## src/rtl/muacm_in_arb_pkg.sv

```systemverilog
// Shared constants for the muacm IN-stream arbiter: state encoding, tag base
// byte and counter width.
package muacm_arb_pkg;

  localparam int CNT_W = 8;

  localparam logic [7:0] TAG_BASE = 8'hA0;

  localparam logic [1:0] ST_IDLE = 2'd0;
  localparam logic [1:0] ST_TAG  = 2'd1;
  localparam logic [1:0] ST_DATA = 2'd2;

  function automatic logic [7:0] tag_byte(input int unsigned idx);
    return TAG_BASE | 8'(idx);
  endfunction

endpackage

```

## src/rtl/muacm_in_arb_if.sv

```systemverilog
// Requester-side and muacm-side IN stream signals of the arbiter.
// slave: the arbiter; master: the requesters plus the muacm core.
interface muacm_in_arb_if #(
  parameter int N_PORTS = 2
);
  logic [8*N_PORTS-1:0] req_data;
  logic [N_PORTS-1:0]   req_last;
  logic [N_PORTS-1:0]   req_valid;
  logic [N_PORTS-1:0]   req_ready;
  logic [N_PORTS-1:0]   req_flush;
  logic [7:0]           in_data;
  logic                 in_last;
  logic                 in_valid;
  logic                 in_ready;
  logic                 in_flush_now;
  logic                 in_flush_time;
  logic [N_PORTS-1:0]   grant;

  modport slave (
    input  req_data, req_last, req_valid, req_flush, in_ready,
    output req_ready, in_data, in_last, in_valid, in_flush_now, in_flush_time, grant
  );

  modport master (
    output req_data, req_last, req_valid, req_flush, in_ready,
    input  req_ready, in_data, in_last, in_valid, in_flush_now, in_flush_time, grant
  );
endinterface

```

## src/rtl/muacm_in_arb_rr.sv

```systemverilog
// Combinational rotate-priority picker: first set request at or above ptr_i,
// wrapping, returned as one-hot, binary index and an any flag.
module muacm_arb_rr #(
  parameter int N_PORTS = 2,
  parameter int IW      = 1
) (
  input  logic [N_PORTS-1:0] req_i,
  input  logic [IW-1:0]      ptr_i,
  output logic [N_PORTS-1:0] gnt_o,
  output logic [IW-1:0]      idx_o,
  output logic               any_o
);
  int unsigned k;

  always_comb begin
    gnt_o = '0;
    idx_o = '0;
    any_o = 1'b0;
    k     = 0;
    for (int unsigned i = 0; i < N_PORTS; i++) begin
      k = (32'(ptr_i) + i) % N_PORTS;
      if (!any_o && req_i[k[IW-1:0]]) begin
        any_o             = 1'b1;
        gnt_o[k[IW-1:0]]  = 1'b1;
        idx_o             = k[IW-1:0];
      end
    end
  end
endmodule

```

## src/rtl/muacm_in_arb.sv

```systemverilog
// Packet-atomic round-robin arbiter in front of the muacm IN stream.
// Define MUACM_ARB_TAG_EN to prefix each grant with a tag byte (A0 | port).
module muacm_in_arb #(
  parameter int N_PORTS   = 2,
  parameter int MAX_BURST = 64,
  parameter int IDLE_TO   = 16
) (
  input  logic          clk,
  input  logic          rst_n,
  muacm_in_arb_if.slave bus
);
  import muacm_arb_pkg::*;

  localparam int IW = (N_PORTS > 1) ? $clog2(N_PORTS) : 1;

  logic [1:0]         state_q, state_d;
  logic [N_PORTS-1:0] grant_q, grant_d;
  logic [IW-1:0]      gidx_q, gidx_d;
  logic [IW-1:0]      rr_ptr_q, rr_ptr_d;
  logic [CNT_W-1:0]   burst_q, burst_d;
  logic [CNT_W-1:0]   stall_q, stall_d;

  logic [N_PORTS-1:0] pick_gnt;
  logic [IW-1:0]      pick_idx;
  logic               pick_any;

  logic               g_valid, g_last, g_flush;
  logic [7:0]         g_data;
  logic               xfer, rel;
  logic [CNT_W-1:0]   burst_inc, stall_inc;

  muacm_arb_rr #(
    .N_PORTS (N_PORTS),
    .IW      (IW)
  ) u_rr (
    .req_i (bus.req_valid),
    .ptr_i (rr_ptr_q),
    .gnt_o (pick_gnt),
    .idx_o (pick_idx),
    .any_o (pick_any)
  );

  assign g_valid = bus.req_valid[gidx_q];
  assign g_last  = bus.req_last[gidx_q];
  assign g_flush = bus.req_flush[gidx_q];
  assign g_data  = bus.req_data[{gidx_q, 3'b000} +: 8];

  assign bus.in_flush_time = 1'b1;
  assign bus.grant         = grant_q;

  always_comb begin
    state_d   = state_q;
    grant_d   = grant_q;
    gidx_d    = gidx_q;
    rr_ptr_d  = rr_ptr_q;
    burst_d   = burst_q;
    stall_d   = stall_q;
    xfer      = 1'b0;
    rel       = 1'b0;
    burst_inc = burst_q + 1'b1;
    stall_inc = stall_q + 1'b1;

    bus.in_data      = '0;
    bus.in_last      = 1'b0;
    bus.in_valid     = 1'b0;
    bus.req_ready    = '0;
    bus.in_flush_now = |bus.req_flush;

    case (state_q)
      ST_IDLE: begin
        if (pick_any) begin
          grant_d = pick_gnt;
          gidx_d  = pick_idx;
          burst_d = '0;
          stall_d = '0;
`ifdef MUACM_ARB_TAG_EN
          state_d = ST_TAG;
`else
          state_d = ST_DATA;
`endif
        end
      end

      ST_TAG: begin
`ifdef MUACM_ARB_TAG_EN
        bus.in_flush_now = g_flush;
        bus.in_valid     = 1'b1;
        bus.in_data      = tag_byte(int unsigned'(gidx_q));
        if (bus.in_ready) state_d = ST_DATA;
`else
        state_d = ST_IDLE;
        grant_d = '0;
`endif
      end

      ST_DATA: begin
        bus.in_flush_now       = g_flush;
        bus.in_valid           = g_valid;
        bus.req_ready[gidx_q]  = bus.in_ready;
        if (g_valid) begin
          bus.in_data = g_data;
          bus.in_last = g_last;
        end
        xfer    = g_valid & bus.in_ready;
        stall_d = g_valid ? '0 : stall_inc;
        if (xfer) burst_d = burst_inc;
        // All three release causes collapse into one transition back to IDLE.
        rel = (xfer && g_last)
           || (xfer && burst_inc == CNT_W'(MAX_BURST))
           || (!g_valid && stall_inc == CNT_W'(IDLE_TO));
        if (rel) begin
          state_d  = ST_IDLE;
          grant_d  = '0;
          burst_d  = '0;
          stall_d  = '0;
          rr_ptr_d = (gidx_q == IW'(N_PORTS - 1)) ? '0 : gidx_q + 1'b1;
        end
      end

      default: begin
        state_d = ST_IDLE;
        grant_d = '0;
      end
    endcase
  end

  always_ff @(posedge clk or negedge rst_n) begin
    if (!rst_n) begin
      state_q  <= ST_IDLE;
      grant_q  <= '0;
      gidx_q   <= '0;
      rr_ptr_q <= '0;
      burst_q  <= '0;
      stall_q  <= '0;
    end else begin
      state_q  <= state_d;
      grant_q  <= grant_d;
      gidx_q   <= gidx_d;
      rr_ptr_q <= rr_ptr_d;
      burst_q  <= burst_d;
      stall_q  <= stall_d;
    end
  end
endmodule

```

## src/flat_wrapper.sv

```systemverilog
// flat-port wrapper written by rule: the top's interface ports become plain ports
module muacm_in_arb_flat import muacm_arb_pkg::*;
#(
  parameter int N_PORTS   = 2,
  parameter int MAX_BURST = 64,
  parameter int IDLE_TO   = 16
)
  (clk, rst_n, bus_req_data, bus_req_last, bus_req_valid, bus_req_flush, bus_in_ready, bus_req_ready, bus_in_data, bus_in_last, bus_in_valid, bus_in_flush_now, bus_in_flush_time, bus_grant);
  muacm_in_arb_if #(.N_PORTS(N_PORTS)) bus_i ();
  input  logic clk;
  input  logic rst_n;
  input wire logic [$bits(bus_i.req_data)-1:0] bus_req_data;
  input wire logic [$bits(bus_i.req_last)-1:0] bus_req_last;
  input wire logic [$bits(bus_i.req_valid)-1:0] bus_req_valid;
  input wire logic [$bits(bus_i.req_flush)-1:0] bus_req_flush;
  input wire logic [$bits(bus_i.in_ready)-1:0] bus_in_ready;
  output wire logic [$bits(bus_i.req_ready)-1:0] bus_req_ready;
  output wire logic [$bits(bus_i.in_data)-1:0] bus_in_data;
  output wire logic [$bits(bus_i.in_last)-1:0] bus_in_last;
  output wire logic [$bits(bus_i.in_valid)-1:0] bus_in_valid;
  output wire logic [$bits(bus_i.in_flush_now)-1:0] bus_in_flush_now;
  output wire logic [$bits(bus_i.in_flush_time)-1:0] bus_in_flush_time;
  output wire logic [$bits(bus_i.grant)-1:0] bus_grant;
  assign bus_i.req_data = bus_req_data;
  assign bus_i.req_last = bus_req_last;
  assign bus_i.req_valid = bus_req_valid;
  assign bus_i.req_flush = bus_req_flush;
  assign bus_i.in_ready = bus_in_ready;
  assign bus_req_ready = bus_i.req_ready;
  assign bus_in_data = bus_i.in_data;
  assign bus_in_last = bus_i.in_last;
  assign bus_in_valid = bus_i.in_valid;
  assign bus_in_flush_now = bus_i.in_flush_now;
  assign bus_in_flush_time = bus_i.in_flush_time;
  assign bus_grant = bus_i.grant;
  muacm_in_arb #(.N_PORTS(N_PORTS), .MAX_BURST(MAX_BURST), .IDLE_TO(IDLE_TO)) u_core (.clk(clk), .rst_n(rst_n), .bus(bus_i));
endmodule
```

## config.mk

```make
export PLATFORM = sky130hd
export DESIGN_NAME = muacm_in_arb_flat
export DESIGN_NICKNAME = d
export VERILOG_FILES = /design/src/rtl/muacm_in_arb_pkg.sv /design/src/rtl/muacm_in_arb_if.sv /design/src/rtl/muacm_in_arb_rr.sv /design/src/rtl/muacm_in_arb.sv /design/src/flat_wrapper.sv
export SDC_FILE = /design/constraint.sdc
export NUM_CORES = 1
export LEC_CHECK = 0
export BUFFER_PORTS_ARGS = -buffer_cell sky130_fd_sc_hd__buf_2
export CAP_MARGIN = 25
export CELL_PAD_IN_SITES_DETAIL_PLACEMENT = 1
export CELL_PAD_IN_SITES_GLOBAL_PLACEMENT = 1
export CORE_MARGIN = 1
export CORE_UTILIZATION = 41
export DETAILED_ROUTE_END_ITERATION = 10
export GPL_ROUTABILITY_DRIVEN = 0
export GPL_TIMING_DRIVEN = 1
export PLACE_DENSITY = 0.85
export SYNTH_ARGS = -nofsm -noshare
export SYNTH_HDL_FRONTEND = slang
export SYNTH_SLANG_ARGS = --single-unit
```

## constraint.sdc

```tcl
create_clock -name clk -period 4.8 [get_ports clk]
set_clock_uncertainty 0.05 [all_clocks]
set_input_delay 0.72 -clock clk [delete_from_list [all_inputs] [get_ports clk]]
set_output_delay 0.72 -clock clk [all_outputs]
set_load 0.02 [all_outputs]
```

# After elaboration in Yosys (flattened, before gate mapping)
# Index checks and enable logic that the tools add are counted.
[op_classes] reduce_logical=19 div_mod_pow=0 bitwise=3 eq_ne=6 add_sub_neg=4 n_mux=42 n_lt_le_gt_ge=6 multipliers=0 shifts=1
[op_table] op="$mux W8" count=7
[op_table] op="$pmux W8 S2" count=2
[op_table] op="$mux W1" count=22
[op_table] op="$add A8 B1 Y8 const B" count=2
[op_table] op="$shiftx A16 B5 Y8" count=1
[op_table] op="$mux W2" count=6
[op_table] op="$eq A8 B5 Y1 const B" count=1
[op_table] op="$eq A8 B7 Y1 const B" count=1
[op_table] op="$pmux W2 S2" count=2
[op_table] op="$reduce_and A2 Y1" count=4
[op_table] op="$logic_and A1 B1 Y1" count=7
[op_table] op="$lt A1 B2 Y1 const B" count=3
[op_table] op="$ne A2 B1 Y1 const B" count=2
[op_table] op="$demux W1 S1" count=3
[op_table] op="$ge A1 B1 Y1 const B" count=3
[op_table] op="$ne A3 B1 Y1 const B" count=1
[op_table] op="$reduce_and A3 Y1" count=1
[op_table] op="$add A1 B1 Y1 const B" count=2
[op_table] op="$and A2 B2 Y2" count=1
[op_table] op="$eq A2 B2 Y1 const B" count=1
[op_table] op="$logic_not A1 Y1" count=2
[op_table] op="$logic_not A2 Y1" count=1
[op_table] op="$logic_or A1 B1 Y1" count=2
[op_table] op="$or A2 B2 Y2" count=1
[op_table] op="other kinds (3)" count=3
[totals] word_cells=87 romBits=0 in_bits=25 latch_bits=0 reg_bits=22 n_memories=0 ram_bits=0 out_inout_bits=16

# Depth between registers and ports, before layout
# Gate-level depths: netlist (run 1).
[logic_depth] depth_word=9 mapped_depth=8 depth_no_buf=7

# Hierarchy
# From an unflattened synthesis (run 1), not the netlist that was laid out.
[hier_totals] cells_unflattened=177 area_unflattened_um2=1508.9
[by_module_without_submodules] mod="muacm_in_arb" cells_each=172 seq_area_each_um2=525.5 area_each_um2=1476.4 n_inst=1
[by_module_without_submodules] mod="muacm_arb_rr" cells_each=5 seq_area_each_um2=0.0 area_each_um2=32.5 n_inst=1

# Worst setup path after synthesis (run 1)
# Ideal clock, no wire load.
[synth_path] path_kind="input-to-output" start="input port bus_req_valid[1]" end="output port bus_in_data[0]" stages=4 path_slack_ns=2.510 arrival_time_ns=1.520 required_time_ns=4.030 path_buffers=1 cell_sequence="mux2i_1 -> nand2b_1 -> clkbuf_1 -> nor2_1"
[synth_via] elab_chain_len=4
[synth_rtl] item="from (decl)" line="flat_wrapper.sv:14" rtl="input wire logic [$bits(bus_i.req_valid)-1:0] bus_req_valid;"
[synth_rtl] item="$mux W1 (implied by the code) (2 in series)" line="muacm_in_arb.sv:43" rtl="assign g_valid = bus.req_valid[gidx_q];"
[synth_rtl] item="$mux W8" line="muacm_in_arb.sv:100" rtl="if (g_valid) begin"
[synth_rtl] item="$mux W8" line="muacm_in_arb.sv:69" rtl="case (state_q)"
[synth_rtl] item="to (decl)" line="flat_wrapper.sv:18" rtl="output wire logic [$bits(bus_i.in_data)-1:0] bus_in_data;"
# No other way between the ends. The select of a mux whose other input is x is not followed.

# Worst setup path in the final report (run 1)
[layout_path] start="register u_core.gidx_q" end="output port bus_in_last"
[layout_via] elab_chain_len=4 word_cells_on_any_way=6 cone_classes="mux (6)"
[layout_rtl] item="from (decl)" line="muacm_in_arb.sv:18" rtl="logic [IW-1:0] gidx_q, gidx_d;"
[layout_rtl] item="from (signal assigned)" line="muacm_in_arb.sv:138" rtl="gidx_q <= gidx_d;"
[layout_rtl] item="$mux W1, on equally long branches (2 in series)" line="muacm_in_arb.sv:44, muacm_in_arb.sv:43"
[layout_rtl] item="$mux W1 (*)" line="muacm_in_arb.sv:100"
[layout_rtl] item="$mux W1 (*)" line="muacm_in_arb.sv:69"
[layout_rtl] item="to (decl)" line="flat_wrapper.sv:19" rtl="output wire logic [$bits(bus_i.in_last)-1:0] bus_in_last;"
# Every way passes the cells marked *; elsewhere a longest branch is shown, timed or not. The select of a mux whose other input is x is not followed.

==> results.yml, run 1 <==
synth:
  synthTopCellsByCount: "26 x nor2_1, 21 x dfrtp_1, 20 x nand2_1, 13 x mux2i_1, 9 x a21oi_1"
  async_flop_share_pct: 100
  ys_seq_area_share_pct: 35.3
  yosys.cell_types.count: 40
  synth-edff-count: 0
  synth_largest_area_cell: "dfrtp_1"
  yosysWarnings: 0
  postSynthCellCount: 171
  syn-num-nets: 200
  ys_ff_latch: 21
  avgSynthCellArea_um2: 8.71
  synth_most_common_cell: "nor2_1"
  synth.top_cell.area_share_pct: 35.3
  synth_area_leaders: "dfrtp_1 35%, mux2i_1 8.7%, nor2_1 6.5%"
  ys.flop_type: "dfrtp_1"
  netlist_area_mm2: 0.00149
power_and_ir_drop:
  ir_drop_mv: 0.229
  p_per_area_mw_per_mm2: 418
  p_leak_nw: 0.815
clock_network:
  cts_tree: "built"
  cts_sinks: 21
  clk_path_buf_depth: 2
  clk_pin_slew_ns: 0.12
  cts_buffers: 3
  cts_setup_buffers: 0
  root_buffer: "clkbuf_4"
  h-tree-depth: 1
  ctsHoldBuffers: 0
  clock_latency_ns: 0.31
  cts_resized: 0
floorplan:
  dieArea_mm2: 0.00388
  io_pins: 41
  fp.dieH_um: 62.3
  dieWidth_um: 62.3
  core_area_mm2: 0.00342
  row_count: 21
  initial_core_util_pct: 43.6
final_layout:
  nets: 236
  insertedDiodeCount: 0
  syn_to_final_growth_pct: 15.7
  final_core_util_pct: 50.5
  layoutNonFillerInstCount: 252
  drive_above_1_share_pct: 23.3
run_status:
  status: "finished clean"
setup_path:
  crit_chain: "mux2i_1 -> nand2b_1 -> nor2_1 -> buf_2"
  criticalPathCategory: "reg2out"
  arrival_ns: 2.23
  startpoint_type: "register"
  cpMaxStageDelayCell: "dfrtp_1"
  cp_max_fo: 15
  slowest_delay_ns: 0.81
  required_ns: 4.03
  cp-end-kind: "output port"
  r2r_cells: 6
global_routing:
  gr-total-overflow: 0
  grt_pass1_wl_um: 6760
  grt_pass1_vias: 1428
  grt_util_all_layers_pct: 21.9
  antenna_found_initial: 0
  grt_max_degree: 22
sta:
  rsz0062_at_grt: "no"
  finalHoldViolCount: 0
  period_share_pct: 62.5
  final.setup.tns_ns: 0
  worst_pin_slew_ns: 0.854
  slew_headroom_pct: 42.6
  worst_slack_ns: 1.80
  min_period_ns: 3.00
  drv_slew: 0
  setup_viol_count_final: 0
  fmax_ghz: 0.333
drt:
  first_iter_violations: 38
  firstDrtPassIters: 4
  post_drt_wl_per_cell_um: 15.4
  postRouteAntennaNets: 0
  vias: 1382
  drc: 0
  wirelength_um: 3890
  via_per_inst: 5.48
placed_design:
  dp_hpwl_um: 3110
  pre_cts_ws_ns: 2.18
  portBuffers: 39
  dp_cells: 248
worst_hold_path:
  worst_hold_path_type: "in2async"
job:
  max-cap-violations: 0
[layer usage]
layer	up-vias	GRT usage (%)	routed length, um
met2	12	37.8	2000
li1	672	-	-
met4	0	6.40	55
met1	691	27.5	1740
met3	7	4.60	97
met5	-	0	0
[path summary, 6_finish.rpt]
check / from / end / slack, ns
min in group clk: u_core.rr_ptr_q / u_core.rr_ptr_q / 0.49
max reg2reg: u_core.gidx_q / u_core.burst_q[7] / 2.14
min reg2reg: u_core.rr_ptr_q / u_core.rr_ptr_q / 0.49
max in group asynchronous: rst_n / u_core.bus.grant[0] / 4.07
min: rst_n / u_core.burst_q[4] / 0.29
max: u_core.gidx_q / bus_in_last / 1.80
[worst max-delay path, delay by kind of cell (launching register included)]
| family | cells | cell delay [ns] |
|---|---|---|
| simple gates | 2 | 0.49 |
| flops | 1 | 0.81 |
| buf+inv | 1 | 0.17 |
| mux | 1 | 0.45 |
[power by group]
group,leakage [nW],internal [mW],total [mW],switching (mW)
clock network,0.0150,0.0326,0.0889,0.0563
registers,0.277,0.216,0.295,0.0793
logic,0.523,0.139,0.336,0.197
[sequential cells by signal, indices dropped and copies added (netlist names)]
| register | flops |
|---|---|
| u_core.stall_q | 8 |
| u_core.state_q | 1 |
| u_core.bus.grant | 2 |
| u_core.rr_ptr_q | 1 |
| u_core.burst_q | 8 |
| u_core.gidx_q | 1 |
[logic make-up after synthesis]
| kind of cell | count (synthesis) | share of synthesized area (%) |
|---|---|---|
| and+or+nand+nor | 76 | 25.4 |
| AOI/OAI and AO/OA | 32 | 15.4 |
| DFF | 21 | 35.3 |
| muxes | 14 | 9.49 |
| xor gates and xnor gates | 12 | 7.05 |
| buffers and inverters | 11 | 3.78 |
| adders and majority gates | 4 | 3.36 |
| other | 1 | 0.252 |
[stage by stage]
stage	hold slack (ns)	power [mW]	area, um^2
after detailed placement	0.478	0.635	1700
after floorplan	0.374	0.539	1490
final	0.294	0.720	1720
after CTS	0.309	0.725	1720
after global routing	0.320	0.775	1720
after global placement	0.465	0.617	1700
[final cells by class]
cell class / instances / area [um^2]
clock buffer: 4 / 26.3
fill: 435 / 1690
inverter: 3 / 11.3
multi-input combinational: 139 / 908
sequential: 21 / 526
tap: 46 / 57.6
timing repair buffer: 39 / 195
[placed cells by master, fill, tap and decap left out, types with 5 or more instances in the layout]
cell / count
nor2_1: 26
xor2_1: 5
buf_2: 39
a31oi_1: 8
dfrtp_1: 21
a21oi_1: 9
nand2b_1: 5
mux2i_1: 13
nand2_1: 20
nand3_1: 5
xnor2_1: 7
Note: power is estimated with default switching activity, not from simulation.
==> run 2: changes to the inputs <==
Settings changed: ABC_AREA from default to 1, CORE_UTILIZATION 41 to 33, PLACE_DENSITY 0.85 to 0.77.
Clock period 4.8 ns to 2.4 ns, I/O delays scaled along.
==> results.yml, run 2 <==
sta:
  final.setup.tns_ns: 0
  fmax_ghz: 0.493
  min_period_ns: 2.03
  drv_slew: 0
  setup_viol_count_final: 0
  finalHoldViolCount: 0
  rsz0062_at_grt: "no"
  worst_slack_ns: 0.373
  period_share_pct: 84.5
setup_path:
  criticalPathCategory: "reg2out"
  cpMaxStageDelayCell: "dfrtp_1"
  arrival_ns: 1.62
  slowest_delay_ns: 0.43
  critPathBufInv: 3
  crit_chain: "o21ai_4 -> inv_4 -> nor2_1 -> inv_2 -> a21oi_1 -> buf_2"
  required_ns: 1.99
  startpoint_type: "register"
  cp_top_family: "flip-flops"
  cp-end-kind: "output port"
  cp_max_fo: 9
clock_network:
  cts_resized: 0
  cts_tree: "built"
  cts_buffers: 3
  clk_path_buf_depth: 2
  h-tree-depth: 1
  clock_latency_ns: 0.26
  clk_pin_slew_ns: 0.08
  ctsHoldBuffers: 0
  root_buffer: "clkbuf_8"
  cts_setup_buffers: 0
  cts_sinks: 21
placed_design:
  pre_cts_ws_ns: 0.382
  dp_hpwl_um: 3300
  portBuffers: 39
synth:
  postSynthCellCount: 224
  ys_seq_area_share_pct: 34.6
  syn-num-nets: 253
  synth_largest_area_cell: "dfrtp_1"
  ys_ff_latch: 21
  async_flop_share_pct: 100
  yosysWarnings: 0
  synth.top_cell.area_share_pct: 34.6
  synth-edff-count: 0
  ys.flop_type: "dfrtp_1"
  synth_most_common_cell: "nand2_1"
  yosys.cell_types.count: 32
  synth_area_leaders: "dfrtp_1 35%, nand2_1 17%, inv_1 7.7%"
  avgSynthCellArea_um2: 6.78
  netlist_area_mm2: 0.00152
  synthTopCellsByCount: "68 x nand2_1, 31 x inv_1, 25 x nor2_1, 21 x dfrtp_1, 18 x nand3_1"
global_routing:
  grt_pass1_vias: 1663
  antenna_found_initial: 0
  grt_max_degree: 22
  gr-total-overflow: 0
  grt_util_all_layers_pct: 18.2
  grt_pass1_wl_um: 7360
floorplan:
  dieWidth_um: 69.8
  dieArea_mm2: 0.00488
  initial_core_util_pct: 34.6
  row_count: 24
  core_area_mm2: 0.00438
  fp.dieH_um: 69.8
  io_pins: 41
run_status:
  status: "finished clean"
final_layout:
  multi_input_area_um2: 830
  final_common_cell: "nand2_1"
  layout_common_cells: "68 x nand2_1, 39 x buf_2, 31 x inv_1"
  insertedDiodeCount: 0
  fill_cells: 577
  nets: 295
  drive_above_1_share_pct: 20.8
  syn_to_final_growth_pct: 19.3
  register_area_um2: 526
drt:
  post_drt_wl_per_cell_um: 12.9
  vias: 1543
  postRouteAntennaNets: 0
  wirelength_um: 4090
  first_iter_violations: 45
  via_per_inst: 4.87
  drc: 0
  firstDrtPassIters: 4
power_and_ir_drop:
  p_per_area_mw_per_mm2: 930
  sw_frac_of_total_pct: 48.7
  p_clk_share_pct: 13.9
  ir_drop_mv: 0.425
  p_int_mw: 0.865
  power_frac_comb_pct: 53.2
  p_sw_mw: 0.820
  seq_power_share_pct: 32.9
  total_power_mw: 1.69
  p_leak_nw: 0.993
worst_hold_path:
  worst_hold_path_type: "in2async"
job:
  max-cap-violations: 0
-- run 2: area by class of cell --
cell class	instances	share of cell area (%)
Multi-Input combinational cell	164	45.8
Clock buffer	4	2.49
Tap cell	52	3.59
Timing Repair Buffer	41	11.6
Inverter	35	7.53
Sequential cell	21	29.0
-- run 2: worst paths after layout --
check / from / endpoint / slack (ns) / cells after the start
setup / recovery: u_core.gidx_q / bus_in_data[0] / 0.37 / 6
hold / removal: rst_n / u_core.burst_q[4] / 0.005 / 1
setup reg to reg: u_core.stall_q[0] / u_core.burst_q[5] / 0.45 / 11
hold reg to reg: u_core.bus.grant[0] / u_core.bus.grant[0] / 0.45 / 2
max in group asynchronous: rst_n / u_core.burst_q[6] / 1.96 / 1
min in group clk: bus_req_valid[0] / u_core.bus.grant[0] / 0.33 / 3
-- run 2: cells by family (layout without fill, tap and decap cells) --
logic type	Yosys count	count (layout)	synth area share, %
AND/OR/NAND/NOR	126	126	37.3
buffers and inverters	39	80	10.8
AO/OA/AOI/OAI	29	29	11.4
flip-flops	21	21	34.6
adder cells (fa/ha/maj)	4	4	3.30
XOR/XNOR	3	3	1.73
other	1	1	0.247
multiplexers	1	1	0.659
-- run 2: worst register-to-register path, cell delays in order, from the launching register on --
cell	delay, ns
dfrtp_1	0.45
ha_1	0.30
nand3_1	0.13
nor2_1	0.05
nor2_1	0.12
nand3_1	0.09
nor2_1	0.10
nand3_1	0.12
nand4_1	0.24
nor2_1	0.07
nand2_1	0.07
nand2_1	0.04
-- run 2: power by group through the flow --
| stage | Combinational, mW | Sequential [mW] | Clock (mW) |
|---|---|---|---|
| 2_1_floorplan | 0.654 | 0.544 | 0 |
| 3_3_place_gp | 0.882 | 0.553 | 0 |
| 6_report | 0.897 | 0.554 | 0.234 |
| 4_1_cts | 0.911 | 0.554 | 0.236 |
| 3_5_place_dp | 0.905 | 0.561 | 0 |
| 5_1_grt | 1.02 | 0.572 | 0.256 |
-- run 2: metrics by stage --
| stage | hold WS [ns] | cells | cell area, um^2 | util (%) |
|---|---|---|---|---|
| finish | 0.00514 | 317 | 1810 | 41.3 |
| global route | 0.0450 | 317 | 1810 | 41.3 |
| CTS | 0.0221 | 317 | 1810 | 41.3 |
| detailed placement | 0.303 | 313 | 1770 | 40.3 |
| global placement | 0.301 | 313 | 1770 | 40.3 |
| floorplan | 0.0144 | 224 | 1520 | - |
-- run 2: metal layers --
metal | up-vias | track usage [%] | share of wire (%)
li1 | 792 | - | -
met5 | - | 0 | 0
met3 | 2 | 1.60 | 3.7
met4 | 0 | 5.11 | 0.83
met1 | 709 | 23.5 | 46
met2 | 40 | 32.4 | 49
